`src/rtl/biquad_cascade_mc.sv`:
```
// biquad_cascade_mc: multi-channel cascade of Direct Form I biquads sharing one multiplier
// Ports:
//   clk, rst                     clock (rising edge), asynchronous active-low reset
//   in_valid/in_ready/in_ch/d_in sample input handshake, channel index and sample
//   out_valid/out_ch/d_out       one-cycle result pulse, channel and filtered sample (held between pulses)
//   bypass                       sampled at accept: pass d_in straight through, filter state untouched
//   flush                        while idle: clear all channel state and sat_flag, keep coefficients
//   coef_we/coef_addr/coef_data  coefficient write, addr = sect*5 + {b0,b1,b2,a1,a2}
//   coef_err                     one-cycle pulse when a coefficient write is dropped
//   sat_flag                     sticky flag: a section output was clipped
module biquad_cascade_mc #(
    parameter int DATA_W    = 16,
    parameter int COEF_W    = 16,
    parameter int COEF_FRAC = 14,
    parameter int N_SECT    = 2,
    parameter int N_CH      = 2,
    parameter int ACC_W     = 40
) (
    input  logic                        clk,
    input  logic                        rst,
    input  logic                        in_valid,
    output logic                        in_ready,
    input  logic [$clog2(N_CH)-1:0]     in_ch,
    input  logic signed [DATA_W-1:0]    d_in,
    output logic                        out_valid,
    output logic [$clog2(N_CH)-1:0]     out_ch,
    output logic signed [DATA_W-1:0]    d_out,
    input  logic                        bypass,
    input  logic                        flush,
    input  logic                        coef_we,
    input  logic [$clog2(5*N_SECT)-1:0] coef_addr,
    input  logic signed [COEF_W-1:0]    coef_data,
    output logic                        coef_err,
    output logic                        sat_flag
);
    localparam int CH_W  = $clog2(N_CH);
    localparam int CA_W  = $clog2(5 * N_SECT);
    localparam int SC_W  = (N_SECT > 1) ? $clog2(N_SECT) : 1;
    localparam int N_ST  = N_CH * N_SECT;
    localparam int IDX_W = (N_ST > 1) ? $clog2(N_ST) : 1;
    localparam int P_W   = DATA_W + COEF_W;
    localparam logic signed [ACC_W-1:0]  HALF   = ACC_W'(1 << (COEF_FRAC - 1));
    localparam logic signed [ACC_W-1:0]  Y_MAX  = ACC_W'((1 << (DATA_W - 1)) - 1);
    localparam logic signed [ACC_W-1:0]  Y_MIN  = ACC_W'(-(1 << (DATA_W - 1)));
    localparam logic signed [COEF_W-1:0] B0_ONE = COEF_W'(1 << COEF_FRAC);

    typedef enum logic [1:0] {IDLE, MAC, WB, DONE} state_t;

    state_t                     state_q, state_d;
    logic [2:0]                 tap_q, tap_d;
    logic [SC_W-1:0]            sect_q, sect_d;
    logic [CH_W-1:0]            ch_q, ch_d, out_ch_q, out_ch_d;
    logic signed [DATA_W-1:0]   xc_q, xc_d, d_out_q, d_out_d;
    logic signed [ACC_W-1:0]    acc_q, acc_d;
    logic                       sat_q, sat_d, coef_err_q, coef_err_d;
    logic signed [COEF_W-1:0]   coef_q [5*N_SECT];
    logic signed [COEF_W-1:0]   coef_d [5*N_SECT];
    logic signed [DATA_W-1:0]   x1_q [N_ST], x1_d [N_ST], x2_q [N_ST], x2_d [N_ST];
    logic signed [DATA_W-1:0]   y1_q [N_ST], y1_d [N_ST], y2_q [N_ST], y2_d [N_ST];

    logic                       idle, coef_ok, clip_hi, clip_lo;
    logic [IDX_W-1:0]           st_idx;
    logic [CA_W-1:0]            c_idx;
    logic signed [COEF_W-1:0]   coef_sel;
    logic signed [DATA_W-1:0]   data_sel, y_sat;
    logic signed [P_W-1:0]      prod;
    logic signed [ACC_W-1:0]    pe, y_full;

    assign idle      = (state_q == IDLE) || (state_q == DONE);
    assign in_ready  = idle && !flush;
    assign out_valid = state_q == DONE;
    assign coef_ok   = coef_we && in_ready && (int'(coef_addr) < 5 * N_SECT);
    assign out_ch    = out_ch_q;
    assign d_out     = d_out_q;
    assign coef_err  = coef_err_q;
    assign sat_flag  = sat_q;

    // The single multiplier: tap_q picks which coefficient/history pair feeds it this cycle.
    assign st_idx   = IDX_W'(int'(ch_q) * N_SECT + int'(sect_q));
    assign c_idx    = CA_W'(int'(sect_q) * 5 + int'(tap_q));
    assign coef_sel = coef_q[c_idx];
    assign data_sel = (tap_q == 3'd0) ? xc_q :
                      (tap_q == 3'd1) ? x1_q[st_idx] :
                      (tap_q == 3'd2) ? x2_q[st_idx] :
                      (tap_q == 3'd3) ? y1_q[st_idx] : y2_q[st_idx];
    assign prod     = coef_sel * data_sel;
    assign pe       = {{(ACC_W - P_W){prod[P_W-1]}}, prod};

    // Round half up, then clip to the sample range.
    assign y_full  = (acc_q + HALF) >>> COEF_FRAC;
    assign clip_hi = y_full > Y_MAX;
    assign clip_lo = y_full < Y_MIN;
    assign y_sat   = clip_hi ? DATA_W'(Y_MAX) : clip_lo ? DATA_W'(Y_MIN) : DATA_W'(y_full);

    always_comb begin
        state_d    = state_q;
        tap_d      = tap_q;
        sect_d     = sect_q;
        ch_d       = ch_q;
        xc_d       = xc_q;
        acc_d      = acc_q;
        d_out_d    = d_out_q;
        out_ch_d   = out_ch_q;
        sat_d      = sat_q;
        coef_err_d = coef_we && !coef_ok;
        coef_d     = coef_q;
        x1_d       = x1_q;
        x2_d       = x2_q;
        y1_d       = y1_q;
        y2_d       = y2_q;
        if (coef_ok)
            coef_d[coef_addr] = coef_data;
        if (idle) begin
            state_d = IDLE;
            if (flush) begin
                sat_d = 1'b0;
                for (int i = 0; i < N_ST; i++) begin
                    x1_d[i] = '0;
                    x2_d[i] = '0;
                    y1_d[i] = '0;
                    y2_d[i] = '0;
                end
            end else if (in_valid && (int'(in_ch) < N_CH)) begin
                ch_d   = in_ch;
                xc_d   = d_in;
                sect_d = '0;
                tap_d  = '0;
                if (bypass) begin
                    state_d  = DONE;
                    d_out_d  = d_in;
                    out_ch_d = in_ch;
                end else begin
                    state_d = MAC;
                end
            end
        end else if (state_q == MAC) begin
            // Tap 0 restarts the accumulator; feedback taps are subtracted.
            acc_d = ((tap_q == 3'd0) ? '0 : acc_q) + ((tap_q >= 3'd3) ? -pe : pe);
            tap_d = (tap_q == 3'd4) ? 3'd0 : tap_q + 3'd1;
            if (tap_q == 3'd4)
                state_d = WB;
        end else begin
            x2_d[st_idx] = x1_q[st_idx];
            x1_d[st_idx] = xc_q;
            y2_d[st_idx] = y1_q[st_idx];
            y1_d[st_idx] = y_sat;
            xc_d         = y_sat;
            sat_d        = sat_q || clip_hi || clip_lo;
            if (int'(sect_q) == N_SECT - 1) begin
                state_d  = DONE;
                d_out_d  = y_sat;
                out_ch_d = ch_q;
            end else begin
                sect_d  = sect_q + SC_W'(1);
                state_d = MAC;
            end
        end
    end

    always_ff @(posedge clk or negedge rst) begin
        if (!rst) begin
            state_q    <= IDLE;
            tap_q      <= '0;
            sect_q     <= '0;
            ch_q       <= '0;
            xc_q       <= '0;
            acc_q      <= '0;
            d_out_q    <= '0;
            out_ch_q   <= '0;
            sat_q      <= 1'b0;
            coef_err_q <= 1'b0;
            for (int i = 0; i < 5 * N_SECT; i++)
                coef_q[i] <= (i % 5 == 0) ? B0_ONE : '0;
            for (int i = 0; i < N_ST; i++) begin
                x1_q[i] <= '0;
                x2_q[i] <= '0;
                y1_q[i] <= '0;
                y2_q[i] <= '0;
            end
        end else begin
            state_q    <= state_d;
            tap_q      <= tap_d;
            sect_q     <= sect_d;
            ch_q       <= ch_d;
            xc_q       <= xc_d;
            acc_q      <= acc_d;
            d_out_q    <= d_out_d;
            out_ch_q   <= out_ch_d;
            sat_q      <= sat_d;
            coef_err_q <= coef_err_d;
            coef_q     <= coef_d;
            x1_q       <= x1_d;
            x2_q       <= x2_d;
            y1_q       <= y1_d;
            y2_q       <= y2_d;
        end
    end
endmodule
```
`config.mk`:
```
export PLATFORM = sky130hd
export DESIGN_NAME = biquad_cascade_mc
export DESIGN_NICKNAME = d
export VERILOG_FILES = /design/src/rtl/biquad_cascade_mc.sv
export SDC_FILE = /design/constraint.sdc
export NUM_CORES = 2
export LEC_CHECK = 0
export CORE_ASPECT_RATIO = 0.7
export CORE_MARGIN = 2
export CORE_UTILIZATION = 45
export CTS_CLUSTER_DIAMETER = 120
export DETAILED_ROUTE_END_ITERATION = 10
export PLACE_DENSITY_LB_ADDON = 0.12
export REMOVE_ABC_BUFFERS = 1
export SYNTH_ARGS = -nofsm -noshare
export SYNTH_HDL_FRONTEND = slang
export SYNTH_SLANG_ARGS = --single-unit
```
`constraint.sdc`:
```
create_clock -name clk -period 28.1 [get_ports clk]
set_input_delay 5.62 -clock clk [delete_from_list [all_inputs] [get_ports clk]]
set_output_delay 5.62 -clock clk [all_outputs]
set_load 0.03 [all_outputs]
```
==> Word-level counts from Yosys, hierarchy flattened <==
Index checks and enable logic that the tools add are counted.
{ "word_totals": {"inputBits": 43, "register_bits": 498, "word_cells": 169} }
{ "op_classes": {"muxes": 77, "eq_ne": 12, "n_lt_le_gt_ge": 9, "n_mul": 2, "n_addsub": 7, "bitwise_logic": 5, "reduce_logical": 21} }
{ "op_table": {"columns": ["op", "count"], "rows": [
  ["64-bit two-way mux", 9],
  ["16-bit two-way mux", 28],
  ["64-bit bitwise mux", 4],
  ["160-bit bitwise mux", 1],
  ["16-bit binary-select mux with 2-bit select", 4],
  ["40-bit two-way mux", 2],
  ["16-bit binary-select mux with 4-bit select", 1],
  ["16-bit demux with 4-bit select", 1],
  ["40-bit by 15-bit adder with 40-bit output, second input constant", 1],
  ["40-bit adder", 1],
  ["40-bit negator", 1],
  ["16-bit demux with 2-bit select", 1],
  ["16-bit by 16-bit multiplier with 32-bit output", 1],
  ["26-bit by 16-bit > comparator with 1-bit output, second input constant", 1],
  ["26-bit by 16-bit less-than comparator with 1-bit output, second input constant", 1],
  ["3-bit two-way mux", 5],
  ["1-bit two-way mux", 14],
  ["2-bit two-way mux", 7],
  ["5-bit >= comparator, second input constant", 2],
  ["2-bit inequality test, second input constant", 5],
  ["4-bit NOT with 5-bit output", 2],
  ["3-bit AND reduction", 3],
  ["3-bit by 2-bit == test with 1-bit output, second input constant", 2],
  ["1-bit logical AND", 6],
  ["other kinds (24)", 30]
]} }

==> Logic depth before layout (Yosys ltp) <==
{ "logic_depth": {"ltp_word": 13, "ltp_mapped": 48, "mapped_depth_nobuf": 44} }

==> Least setup slack after synthesis <==
Ideal clock, no wire load.
{ "synth_timing": {"kind": "input -> output", "from": "in flush", "to": "out in_ready", "n_path_buf": 0, "t_arrival_ns": 6.091, "setup_slack_ns": 16.389, "required_time_ns": 22.480, "cell_stages": 1, "cell_sequence": "nor2_1"} }
{ "synth_via": {"elab_chain_cells": 2} }
{ "synth_lines": {"columns": ["item", "line", "text"], "rows": [
  ["start, declared", "29", "input logic flush,"],
  ["1-bit zero test", "70", "assign in_ready = idle && !flush;"],
  ["1-bit logical AND", "70", null],
  ["end, declared", "22", "output logic in_ready,"]
]} }
No other way between the ends.

==> Worst setup path after layout <==
Same ends and word-level chain as after synthesis.

==> reports/results.txt <==
main area contributors after synthesis = sky130_fd_sc_hd__dfrtp_1 (35%), sky130_fd_sc_hd__fa_1 (15%), sky130_fd_sc_hd__mux2_2 (6.5%)
max-cap viol count = 0
standard-cell rows = 86
CTS clock-pin slew for the worst setup and hold paths = 0.06 ns
first-pass GRT wire length = 159300 um
CTS resizes = 0
status = completed
delay-heaviest family, CP = buffers and inverters
GRT overflow = 0
number of instances in the placed design = 4263
HPWL after detailed placement = 71170 um
number of filler instances in the final layout = 7016
ordered list of cells on the worst path = clkdlybuf4s50_1, nor2_1, clkdlybuf4s50_1
endpoint arrival time on the critical path = 7.03 ns
Post-Route Setup TNS = 0 ns
number of vias after detailed routing = 25740
Die Outline Area = 82200 um2
clock tree from TritonCTS = built
global placement routability congestion = 0.9358
share of flip-flops with an asynchronous set or reset after synthesis = 100.0%
Via density = 5.905
Endpoint, Worst Hold = acc_q[12]
multi-input logic area = 21550 um2
fraction of final layout cells sized beyond drive strength 1 = 15.45%
final cell count without fillers = 4358
kind of end point of the critical path = output port
count of cells along the worst hold path = 2
initial core utilization = 45.58%
Seq. cell area = 12470 um2
most frequent cells after synthesis = sky130_fd_sc_hd__dfrtp_1 (496), sky130_fd_sc_hd__inv_1 (341), sky130_fd_sc_hd__fa_1 (263)
final routed DRC violation total = 0
crit share post-route = 45.00%
TritonCTS Sinks = 498
root buf cell = sky130_fd_sc_hd__clkbuf_16
IO Port Bufs = 63
final setup vio count = 0
wire length reported by the detailed router = 100700 um
via count of the first global-routing pass = 26490
sequential cell area fraction in the yosys report = 34.67%
Worst Path Buf+Inv = 2
depth of the most critical reg-to-reg path = 39
kind of critical path = primary input to output port
Clock Skew = 0.03141 ns
end of the worst register-to-register path = acc_q[38]
post-route cell area = 39450 um2
detailed router's first-iteration violation count = 1947
fraction of post-synthesis cell area in the top cell type by area = 34.53%
antenna viol nets, final = 0
Required @ worst endpoint = 22.48 ns
actual transition at the worst max-transition pin = 1.172 ns
number of cells produced by synthesis = 3279
placed inst area = 37660 um2
post-synthesis register bit count = 498
Relative slew margins = 21.67%
average detailed-routed wire length per instance = 23.10 um
smallest hold slack = 0.4731 ns
setup repair after global routing missed its margin = no
unique cell type count in the Yosys netlist = 94
hold violation total from the final report = 0
number of buffers created by CTS = 51
start point of the worst min-delay path = acc_q[12]
top flip-flop cell by instance count after synthesis = sky130_fd_sc_hd__dfrtp_1
minimum clock period = 12.65 ns
classification of the worst-slack hold path = register to register
maximum fanout count along the critical path = 4
Worst path slowest cell = sky130_fd_sc_hd__clkdlybuf4s50_1
register-to-register setup slack = 15.47 ns
combined area of all synthesized cells = 35950 um2
number of top-level pins = 64
Std-Cell Core Area = 78870 um2
CTS Buffer Depth = 3
total global routing track utilization = 25.09%
maximum number of pins on one net before global-route repair = 189
number of enable-type register cells in the synthesized netlist = 0
length of the first detailed-routing pass in iterations = 5
count of final max-slew check failures = 0
cell taking the most area after synthesis = sky130_fd_sc_hd__dfrtp_1
library cell with the highest instance count after synthesis = sky130_fd_sc_hd__dfrtp_1
library cell appearing most often on the critical path = sky130_fd_sc_hd__clkdlybuf4s50_1
clock insertion delay at the later pin of the skew report = 0.62 ns
max frequency = 79.07 MHz
number of hold buffers added after cts = 0
CP max stage delay = 0.72 ns
number of H-tree levels = 2
launching element type of the critical path = primary input
launch point of the worst reg-to-reg path = sect_q
initial antenna violation count = 2
number of warnings reported in the yosys synthesis log = 0
Mean Syn Cell Area = 10.96 um2
Die X = 341.8 um
Post-CTS Repair Setup Buffers = 0
synthesis-to-layout area growth = 9.742%
die boundary height = 240.5 um
net total in the final layout = 3703
-- cell type report --
cell class	instances	share of cell area, %
Sequential cell	498	31.61
Antenna cell	1	0.006343
Tap cell	1056	3.349
Clock inverter	21	0.7929
Clock buffer	73	3.752
Inverter	344	3.273
Timing Repair Buffer	113	2.594
Multi-Input combinational cell	2252	54.62
-- sequential cells by signal, indices dropped and copies added (netlist names) --
register and cells:
y2_q 64, y1_q 64, x2_q 64, tap_q 3, sect_q 1, d_out 16, sat_flag 1, acc_q 40
x1_q 64, coef_err 1, ch_q 1, coef_q 160, out_ch 1, state_q 2, xc_q 16
-- metal layers --
metal  wire, um  track usage [%]  share of wire [%]  vias up
met5          9                0             0.0089        -
met4       2034            5.580                2.0        2
met3       8448            6.539                8.4      115
met2      42430            36.00                 42      834
met1      47730            37.85                 47    13380
li1           -                -                  -    11400
-- metrics by stage --
stage,util [%],setup slack (ns)
2_1_floorplan,-,14.27
4_1_cts,50.02,15.46
6_report,50.02,15.45
5_1_grt,50.02,14.84
3_3_place_gp,47.74,15.52
3_5_place_dp,47.74,15.46
-- worst max-delay path by stage --
stage                            to  startpoint  depth (start not counted)
final                      in_ready       flush                          3
after global routing      acc_q[38]      sect_q                         42
after CTS                  in_ready       flush                          3
after detailed placement   in_ready       flush                          3
after global placement     in_ready       flush                          3
after floorplan           acc_q[38]      sect_q                         38
-- logic make-up (layout without fill, tap and decap cells) --
group           after synthesis  after routing  share of synthesized area [%]
simple gates                705            705                          9.213
compound gates              651            651                          13.56
buf+inv                     529            551                          5.586
flops                       498            498                          34.67
fa+ha+maj                   400            400                          19.41
mux                         388            388                          14.86
xor+xnor                    108            108                          2.690
other cells                   0              1                              0
-- cells in the final DEF, fill, tap and decap left out, types with 47 or more instances in the layout --
cell type | synthesis | layout
sky130_fd_sc_hd__a21o_1 | 48 | 48
sky130_fd_sc_hd__a21oi_1 | 86 | 86
sky130_fd_sc_hd__a22o_1 | 246 | 246
sky130_fd_sc_hd__and2_1 | 47 | 47
sky130_fd_sc_hd__buf_4 | 0 | 49
sky130_fd_sc_hd__clkbuf_16 | 0 | 52
sky130_fd_sc_hd__clkdlybuf4s50_1 | 0 | 62
sky130_fd_sc_hd__dfrtp_1 | 496 | 494
sky130_fd_sc_hd__fa_1 | 263 | 263
sky130_fd_sc_hd__ha_1 | 137 | 135
sky130_fd_sc_hd__inv_1 | 341 | 341
sky130_fd_sc_hd__mux2_2 | 207 | 207
sky130_fd_sc_hd__mux2i_1 | 85 | 85
sky130_fd_sc_hd__mux4_2 | 96 | 96
sky130_fd_sc_hd__nand2_1 | 237 | 232
sky130_fd_sc_hd__nor2_1 | 220 | 219
sky130_fd_sc_hd__o21ai_0 | 88 | 88
sky130_fd_sc_hd__xnor2_1 | 65 | 65
-- tightest hold or removal path, cell delays in order (launching register included) --
cell	delay, ns
sky130_fd_sc_hd__dfrtp_1	0.33
sky130_fd_sc_hd__nand2_1	0.05
sky130_fd_sc_hd__o41ai_1	0.06
Power is left out: the tool's default activity adds up to more than one toggle a clock period on the data nets, which glitch-free logic cannot reach.
